$ cat src/rtl/rs_issue_select_pkg.sv
// rs_issue_select_pkg: shared defaults and types for the RS issue/select stage.
//   DEF_RS_ENTRIES  - default number of reservation-station entries (power of two)
//   DEF_NUM_FUS     - default number of functional units
//   DEF_FU_LATENCY  - default issue-to-wake latency in cycles (>= 1)
//   rs_idx_t        - RS entry index
//   fu_id_t         - functional-unit identifier
//   wake_t          - {valid, idx} record carried through the latency pipeline
package rs_issue_select_pkg;

    localparam int unsigned DEF_RS_ENTRIES = 8;
    localparam int unsigned DEF_NUM_FUS    = 2;
    localparam int unsigned DEF_FU_LATENCY = 2;

    localparam int unsigned DEF_IDX_W = $clog2(DEF_RS_ENTRIES);
    localparam int unsigned DEF_FU_W  = (DEF_NUM_FUS > 1) ? $clog2(DEF_NUM_FUS) : 1;

    typedef logic [DEF_IDX_W-1:0] rs_idx_t;
    typedef logic [DEF_FU_W-1:0]  fu_id_t;

    typedef struct packed {
        logic    valid;
        rs_idx_t idx;
    } wake_t;

endpackage

$ cat src/rtl/rs_issue_select_rr_arbiter.sv
// rr_arbiter: round-robin one-hot arbiter with an internal rotating pointer.
//   clk, rst     - clock, asynchronous active-high reset (pointer -> 0)
//   req[N]       - request vector
//   en           - grant enable; with en low nothing is granted and the pointer holds
//   grant[N]     - one-hot grant (combinational)
//   grant_valid  - a grant is being issued this cycle
//   grant_idx    - index of the granted request
module rr_arbiter #(
    parameter  int unsigned N = 8,
    localparam int unsigned W = (N > 1) ? $clog2(N) : 1
) (
    input  logic         clk,
    input  logic         rst,
    input  logic [N-1:0] req,
    input  logic         en,
    output logic [N-1:0] grant,
    output logic         grant_valid,
    output logic [W-1:0] grant_idx
);

    logic [W-1:0] ptr;
    logic [W-1:0] idx;
    logic [W-1:0] sel;
    logic         found;

    // Scan upward from ptr; the W-bit add wraps modulo N since N is a power of two.
    always_comb begin
        found = 1'b0;
        sel   = '0;
        idx   = '0;
        for (int unsigned i = 0; i < N; i++) begin
            idx = ptr + W'(i);
            if (!found && req[idx]) begin
                found = 1'b1;
                sel   = idx;
            end
        end
    end

    assign grant_valid = found & en;
    assign grant_idx   = sel;
    assign grant       = grant_valid ? (N'(1) << sel) : '0;

    always_ff @(posedge clk or posedge rst) begin
        if (rst) begin
            ptr <= '0;
        end else if (grant_valid) begin
            ptr <= sel + W'(1);
        end
    end

endmodule

$ cat src/rtl/rs_issue_select.sv
// rs_issue_select: issue stage downstream of the reservation station.
// Per-FU round-robin select over ready RS entries, registered issue toward each
// FU, and a fixed-latency pipeline that broadcasts a wake-up when the result is due.
//   clk, rst     - clock, asynchronous active-high reset
//   reqs         - per-entry valid-and-operands-ready
//   entry_fu     - target FU of each entry
//   fu_ready     - FU can accept an op this cycle
//   flush        - squash issue registers and in-flight wakes
//   grant        - combinational grant back to the RS (one per FU max)
//   issue_valid  - registered op-issued strobe per FU
//   issue_entry  - registered issued entry index per FU
//   wake_valid   - registered result-due strobe per FU
//   wake_entry   - registered entry index being woken per FU
module rs_issue_select
    import rs_issue_select_pkg::*;
#(
    parameter  int unsigned RS_ENTRIES = DEF_RS_ENTRIES,
    parameter  int unsigned NUM_FUS    = DEF_NUM_FUS,
    parameter  int unsigned FU_LATENCY = DEF_FU_LATENCY,
    localparam int unsigned IDX_W      = $clog2(RS_ENTRIES),
    localparam int unsigned FU_W       = (NUM_FUS > 1) ? $clog2(NUM_FUS) : 1
) (
    input  logic                                clk,
    input  logic                                rst,
    input  logic [RS_ENTRIES-1:0]               reqs,
    input  logic [RS_ENTRIES-1:0][FU_W-1:0]     entry_fu,
    input  logic [NUM_FUS-1:0]                  fu_ready,
    input  logic                                flush,
    output logic [RS_ENTRIES-1:0]               grant,
    output logic [NUM_FUS-1:0]                  issue_valid,
    output logic [NUM_FUS-1:0][IDX_W-1:0]       issue_entry,
    output logic [NUM_FUS-1:0]                  wake_valid,
    output logic [NUM_FUS-1:0][IDX_W-1:0]       wake_entry
);

    typedef struct packed {
        logic             valid;
        logic [IDX_W-1:0] idx;
    } stage_t;

    logic [NUM_FUS-1:0][RS_ENTRIES-1:0] fu_grant;
    logic [NUM_FUS-1:0]                 fu_gnt_valid;
    logic [NUM_FUS-1:0][IDX_W-1:0]      fu_gnt_idx;

    stage_t pipe [NUM_FUS][FU_LATENCY];

    for (genvar f = 0; f < NUM_FUS; f++) begin : g_fu
        logic [RS_ENTRIES-1:0] req_f;
        logic [RS_ENTRIES-1:0] grant_f;
        logic                  gv_f;
        logic [IDX_W-1:0]      gi_f;

        // Entries tagged with an FU id >= NUM_FUS match no arbiter.
        always_comb begin
            req_f = '0;
            for (int unsigned e = 0; e < RS_ENTRIES; e++) begin
                req_f[e] = reqs[e] && (entry_fu[e] == FU_W'(f));
            end
        end

        rr_arbiter #(.N(RS_ENTRIES)) u_arb (
            .clk         (clk),
            .rst         (rst),
            .req         (req_f),
            .en          (fu_ready[f] & ~flush & ~rst),
            .grant       (grant_f),
            .grant_valid (gv_f),
            .grant_idx   (gi_f)
        );

        assign fu_grant[f]     = grant_f;
        assign fu_gnt_valid[f] = gv_f;
        assign fu_gnt_idx[f]   = gi_f;
    end

    // Candidate sets are disjoint per FU, so OR-merging cannot double-grant.
    always_comb begin
        grant = '0;
        for (int unsigned f = 0; f < NUM_FUS; f++) begin
            grant = grant | fu_grant[f];
        end
    end

    always_ff @(posedge clk or posedge rst) begin
        if (rst) begin
            issue_valid <= '0;
            issue_entry <= '0;
            for (int unsigned f = 0; f < NUM_FUS; f++) begin
                for (int unsigned s = 0; s < FU_LATENCY; s++) begin
                    pipe[f][s] <= '0;
                end
            end
        end else if (flush) begin
            issue_valid <= '0;
            issue_entry <= '0;
            for (int unsigned f = 0; f < NUM_FUS; f++) begin
                for (int unsigned s = 0; s < FU_LATENCY; s++) begin
                    pipe[f][s] <= '0;
                end
            end
        end else begin
            for (int unsigned f = 0; f < NUM_FUS; f++) begin
                issue_valid[f] <= fu_gnt_valid[f];
                if (fu_gnt_valid[f]) begin
                    issue_entry[f] <= fu_gnt_idx[f];
                end
                pipe[f][0] <= '{valid: issue_valid[f], idx: issue_entry[f]};
                for (int unsigned s = 1; s < FU_LATENCY; s++) begin
                    pipe[f][s] <= pipe[f][s-1];
                end
            end
        end
    end

    // Last pipeline stage is itself a register, so the wake outputs are registered.
    always_comb begin
        wake_valid = '0;
        wake_entry = '0;
        for (int unsigned f = 0; f < NUM_FUS; f++) begin
            wake_valid[f] = pipe[f][FU_LATENCY-1].valid;
            wake_entry[f] = pipe[f][FU_LATENCY-1].idx;
        end
    end

endmodule

$ cat config.mk
export PLATFORM = sky130hd
export DESIGN_NAME = rs_issue_select
export DESIGN_NICKNAME = d
export VERILOG_FILES = /design/src/rtl/rs_issue_select_pkg.sv /design/src/rtl/rs_issue_select_rr_arbiter.sv /design/src/rtl/rs_issue_select.sv
export SDC_FILE = /design/constraint.sdc
export NUM_CORES = 1
export LEC_CHECK = 0
export ABC_AREA = 1
export CAP_MARGIN = 40
export CORE_UTILIZATION = 35
export DETAILED_ROUTE_END_ITERATION = 7
export PLACE_DENSITY = 0.64
export SKIP_LAST_GASP = 1
export SLEW_MARGIN = 20
export SYNTH_ARGS = -nofsm -noshare
export SYNTH_HDL_FRONTEND = slang
export SYNTH_SLANG_ARGS = --single-unit
$ cat constraint.sdc
create_clock -name clk -period 5.8 [get_ports clk]
set_input_delay 1.16 -clock clk [delete_from_list [all_inputs] [get_ports clk]]
set_output_delay 1.16 -clock clk [all_outputs]
set_load 0.005 [all_outputs]
---- Word-level counts from Yosys, hierarchy flattened ----
Cells that the tools add are included.
Widths: inputs -> output; s select.
operators by class
  add/sub/neg operators ................... 16
  multipliers ............................. 0
  div/mod/pow operators ................... 0
  magnitude comparators ................... 16
  eq/ne operators ......................... 0
  shift-type cells ........................ 2
  muxes and demuxes ....................... 71
  bitwise logic cells ..................... 17
  reductions and logical operators ........ 46
operator list
  operator             count
  $lt 3x4->1 const B   16
  $mux 3               18
  $bmux 1 s3           16
  $mux 1               32
  $logic_and 1x1->1    30
  $add 3x3->3 const B  8
  $mux 16              1
  $mux 8               2
  $shl 1x3->8 const A  2
  $logic_not 1->1      14
  $add 3x1->3 const B  4
  $add 3x2->3 const B  4
  $not 1->1            10
  $or 8x8->8           1
  $and 1x1->1          6
  $mux 6               1
  $reduce_bool 2->1    2
  $mux 2               1
storage, ports and cells
  register bits after elaboration ......... 30
  bits in latches ......................... 0
  memory bits (writable) .................. 0
  bits in read-only memories .............. 0
  input port bits ......................... 21
  output and inout port bits .............. 24
  memories kept ........................... 0

---- Logic depth before layout (Yosys ltp) ----
  word-level depth ........................ 29
  depth in mapped cells ................... 23
  gate-level depth less buffers ........... 21

---- By module ----
From an unflattened synthesis, not the netlist that was laid out.
unflattened totals
  cells, all modules ...................... 496
  area, all modules ....................... 3229.3 um2
by module, submodules not included
  module           times used  cells an instance  area each (um2)  seq. area each (um2)
  rr_arbiter       2           180                1063.5           75.1
  rs_issue_select  1           136                1102.3           600.6

---- Worst setup path before layout ----
OpenSTA, ideal clock, no wires.
  path kind ............................... in2out
  start ................................... input entry_fu[5] in the netlist's numbering
  end ..................................... output grant[2]
  arrival ................................. 2779 ps
  required time ........................... 4640 ps
  setup slack ............................. 1861 ps
  stages .................................. 19
  path buffers ............................ 0
  cells stage by stage .................... inv_1 nand3_1 nand3_2 nand3_1 nand2_2 nor2_4 nand4_4 nor2_4 nand3_1 nand2_1 inv_1 nand2_1 nand2_1 inv_2 ha_1 inv_1 nor2_1 nand3_1 nand2_1
on the way
  word-level cells in the longest chain between the ends .. 29
  elaborated cells on any way between the ends .. 102
  classes of those cells .................. shift (2); mux (66); bitwise (4); reduce/logical (30)
RTL lines
  item                                        line                                                                source
  from (decl)                                 rs_issue_select.sv:26                                               input logic [RS_ENTRIES-1:0][FU_W-1:0] entry_fu,
  $not 1->1                                   rs_issue_select.sv:57                                               req_f[e] = reqs[e] && (entry_fu[e] == FU_W'(f));
  $logic_and 1x1->1                           rs_issue_select.sv:57
  $bmux 1 s3                                  rs_issue_select_rr_arbiter.sv:33                                    if (!found && req[idx]) begin
  $mux 1 (not written as such)                rs_issue_select_rr_arbiter.sv:33
  $mux 1                                      rs_issue_select_rr_arbiter.sv:33
  $logic_not 1->1                             rs_issue_select_rr_arbiter.sv:33
  $logic_and 1x1->1                           rs_issue_select_rr_arbiter.sv:33
  $mux 1                                      rs_issue_select_rr_arbiter.sv:33
  (+13 left out)                              n/a
  $logic_and 1x1->1                           rs_issue_select_rr_arbiter.sv:33
  $mux 1                                      rs_issue_select_rr_arbiter.sv:33
  $logic_not 1->1                             rs_issue_select_rr_arbiter.sv:33
  $logic_and 1x1->1                           rs_issue_select_rr_arbiter.sv:33
  $mux 3 or $mux 1 (tied branches)            rs_issue_select_rr_arbiter.sv:33
  $shl 1x3->8 or $and 1x1->1 (tied branches)  rs_issue_select_rr_arbiter.sv:42, rs_issue_select_rr_arbiter.sv:40
  $mux 8                                      rs_issue_select_rr_arbiter.sv:42                                    assign grant = grant_valid ? (N'(1) << sel) : '0;
  $or 8x8->8 (*)                              rs_issue_select.sv:80                                               grant = grant | fu_grant[f];
  to (decl)                                   rs_issue_select.sv:29                                               output logic [RS_ENTRIES-1:0] grant,
Every way passes the cells marked *; elsewhere a longest branch is shown, timed or not. The select of a mux whose other input is x is not followed.

---- Worst setup path in the final report ----
  start ................................... input entry_fu[2] in the netlist's numbering
  end ..................................... output grant[7]
Same word-level chain as after synthesis.

==> reports/qor.yml <==
grt_pass1_vias: 2983
num_vias: 2969
seq_area_frac_synth_pct: 23.9
chipWidth_um: 96.7
slew_headroom_pct: 57.9
cp_max_fo: 6
cp_slowest_cell: "clkdlybuf4s50_1"
dieArea_mm2: 0.00936
critPathLaunchType: "input port"
critPathMaxStageDelay_ns: 0.50
cts_buffer_depth: 2
grt_setup_unrepaired: "no"
routed_wl_mm: 7.25
clk_pin_slew_ns: 0.06
worst_pin_slew_ns: 0.628
dpl_cell_area_mm2: 0.00359
slew_violations: 0
drt_iter0_markers: 110
stdcell_area_mm2: 0.00370
critPathMostFrequentCell: "nand2_1"
coreArea_mm2: 0.00872
cpLargestDelayFamily: "simple AND/OR/NAND/NOR gates"
drc_errors: 0
finClkSkew_ns: 0.00693
clk_latency_ns: 0.28
io_buffers: 44
diodes: 0
hold_path.class: "flop to flop"
cts_resized: 0
post_cts_buffers: 0
rows: 34
gp_congestion: 0.951
synthXorXnorAreaFrac_pct: 2.39
status: "complete, no violations"
overflow: 0
synth_top_family_by_area: "simple AND/OR/NAND/NOR gates"
firstDrtPassIters: 4
grtUsageTotal_pct: 16.6
syn_to_final_growth_pct: 17.6
critical_path_class: "input port to primary output"
period_needed_ns: 5.19
dpl.hpwl_mm: 6.02
ctsRootBufferMaster: "clkbuf_8"
hold_violations: 0
muxShareOfSynthArea_pct: 0
syn_area_mm2: 0.00314
syn_inst: 462
layout-drive-gt1-share_pct: 17.6
antenna_found_initial: 0
wl_per_cell_um: 12.0
grt_max_degree: 20
cp_cell_sequence: "clkdlybuf4s50_1 > inv_1 > nand3_2 > nand3_1 > nand2_1 > nand2_1 > nand2_1 > nand4_4 > nor2_4 > nand3_1 > nand2_1 > inv_1 > nand2_1 > nand2_1 > inv_2 > ha_1 > ha_1 > nand2_1 > nand2_1 > clkdlybuf4s50_1"
num_io_pins: 45
holdBufCountCts: 0
tritoncts: "built"
setup_viol: 0
die_y_um: 96.7
grt_first_pass_wirelength_mm: 13.0
start_util_pct: 36.0
clock.fmax_ghz: 0.193
drv_cap: 0
tns_ns: 0
crit_arrival_ns: 4.03
yosys.cell_types.count: 37
avgSynthCellArea_um2: 6.80
via_per_inst: 4.92
synthSimpleGateAreaFrac_pct: 48.5
final_nets: 529
h-tree-depth: 2
synth-compound-area-share_pct: 5.85
end_kind: "primary output"
postRouteAntennaNets: 0
yosys_register_bits: 30
path_buf_inv: 5
synth_nets: 497
yosysWarningCount: 0
timing.final.crit_share_pct: 89.6
cts_sinks: 30
crit_required_ns: 4.64
cts_buffers: 5
synthAdderAreaFrac_pct: 5.58
state kept, by name, indices dropped and copies added, names as in the netlist:
register        flops
g_fu.u_arb.ptr      6
issue_entry         6
issue_valid         2
pipe                8
wake_entry          6
wake_valid          2
synthesized netlist by cell type (all sizes together):
cell type	n	share of area, %
clkbuf	1	0.12
ha	14	5.6
nor3	4	0.64
nand3b	1	0.24
o21ai	17	3.7
xor2	4	1.4
nand3	90	18
a31oi	1	0.40
a21oi	6	1.2
a21boi	1	0.24
xnor2	2	1.0
o21bai	1	0.36
inv	69	8.3
buf	21	5.4
nand4	14	3.5
dfrtp	30	24
nor2	51	8.2
nand2	135	18
cells in the final DEF, fill, tap and decap left out, drive strengths merged:
cell | netlist | layout
nand2 | 135 | 135
nand3 | 90 | 90
inv | 69 | 69
nor2 | 51 | 51
clkdlybuf4s50 | 0 | 44
dfrtp | 30 | 30
o21ai | 17 | 17
ha | 14 | 14
nand4 | 14 | 14
a21oi | 6 | 6
clkbuf | 1 | 5
nor3 | 4 | 4
xor2 | 4 | 4
buf | 21 | 3
xnor2 | 2 | 2
clkinv | 0 | 2
a31oi | 1 | 1
a21boi | 1 | 1
o21bai | 1 | 1
nand3b | 1 | 1
bufinv | 0 | 1
path summary, 6_finish.rpt:
| kind | start | endpoint | slack (ns) | depth (start not counted) |
|---|---|---|---|---|
| min in group asynchronous | rst | pipe[5] | 1.30 | 2 |
| worst min register to register | pipe[5] | wake_entry[4] | 0.46 | 2 |
| worst max-delay path | entry_fu[2] | grant[7] | 0.61 | 20 |
| worst min-delay path | pipe[5] | wake_entry[4] | 0.46 | 2 |
| max in group asynchronous | rst | wake_entry[0] | 4.01 | 3 |
| worst max register to register | g_fu[1].u_arb.ptr[1] | g_fu[1].u_arb.ptr[2] | 2.33 | 17 |
per-layer routing:
layer | vias to the layer above | global-route usage, % | part of all wire, %
met5 | - | 0 | 0
met4 | 0 | 5.51 | 1.9
met3 | 15 | 3.03 | 2.9
met2 | 52 | 30.5 | 52
met1 | 1378 | 19.2 | 43
li1 | 1524 | - | -
through the flow:
stage          util, %  setup WS [ns]  instances  hold WS [ns]
2_1_floorplan        -           1.86        462         0.434
3_3_place_gp      40.8          0.622        594         0.437
3_5_place_dp      41.1          0.600        595         0.446
4_1_cts           42.4          0.597        603         0.460
5_1_grt           42.4          0.191        603         0.472
6_report          42.4          0.605        603         0.456
layout make-up:
class	instances	area, µm²
multi-input cells	341	1960
clock buffers	5	68.8
repair buffers	47	483
fillers	908	5020
flip-flops and latches	30	751
inverters	69	262
well taps	108	135
clock inverters	3	40.0
cells by family after synthesis:
logic type,count (synthesis)
simple gates,295
buf+inv,91
flops,30
compound gates,26
fa+ha+maj,14
xor+xnor,6
worst register-to-register path, cell delays in order (launching register included):
cell and delay, ns:
dfrtp_1 0.59, inv_1 0.29, ha_1 0.49, inv_1 0.19, nand3_1 0.14, nand3_1 0.09, nand2_1 0.16, inv_1 0.07
o21ai_0 0.23, nor2_1 0.09, nor2_1 0.15, nand3_2 0.09, nand2_2 0.12, inv_2 0.05, ha_1 0.20, ha_1 0.28
nand2_1 0.07, o21ai_1 0.05
Power is not shown: default switching activity piles up to over one toggle a cycle in this logic, so the estimate is an artifact.
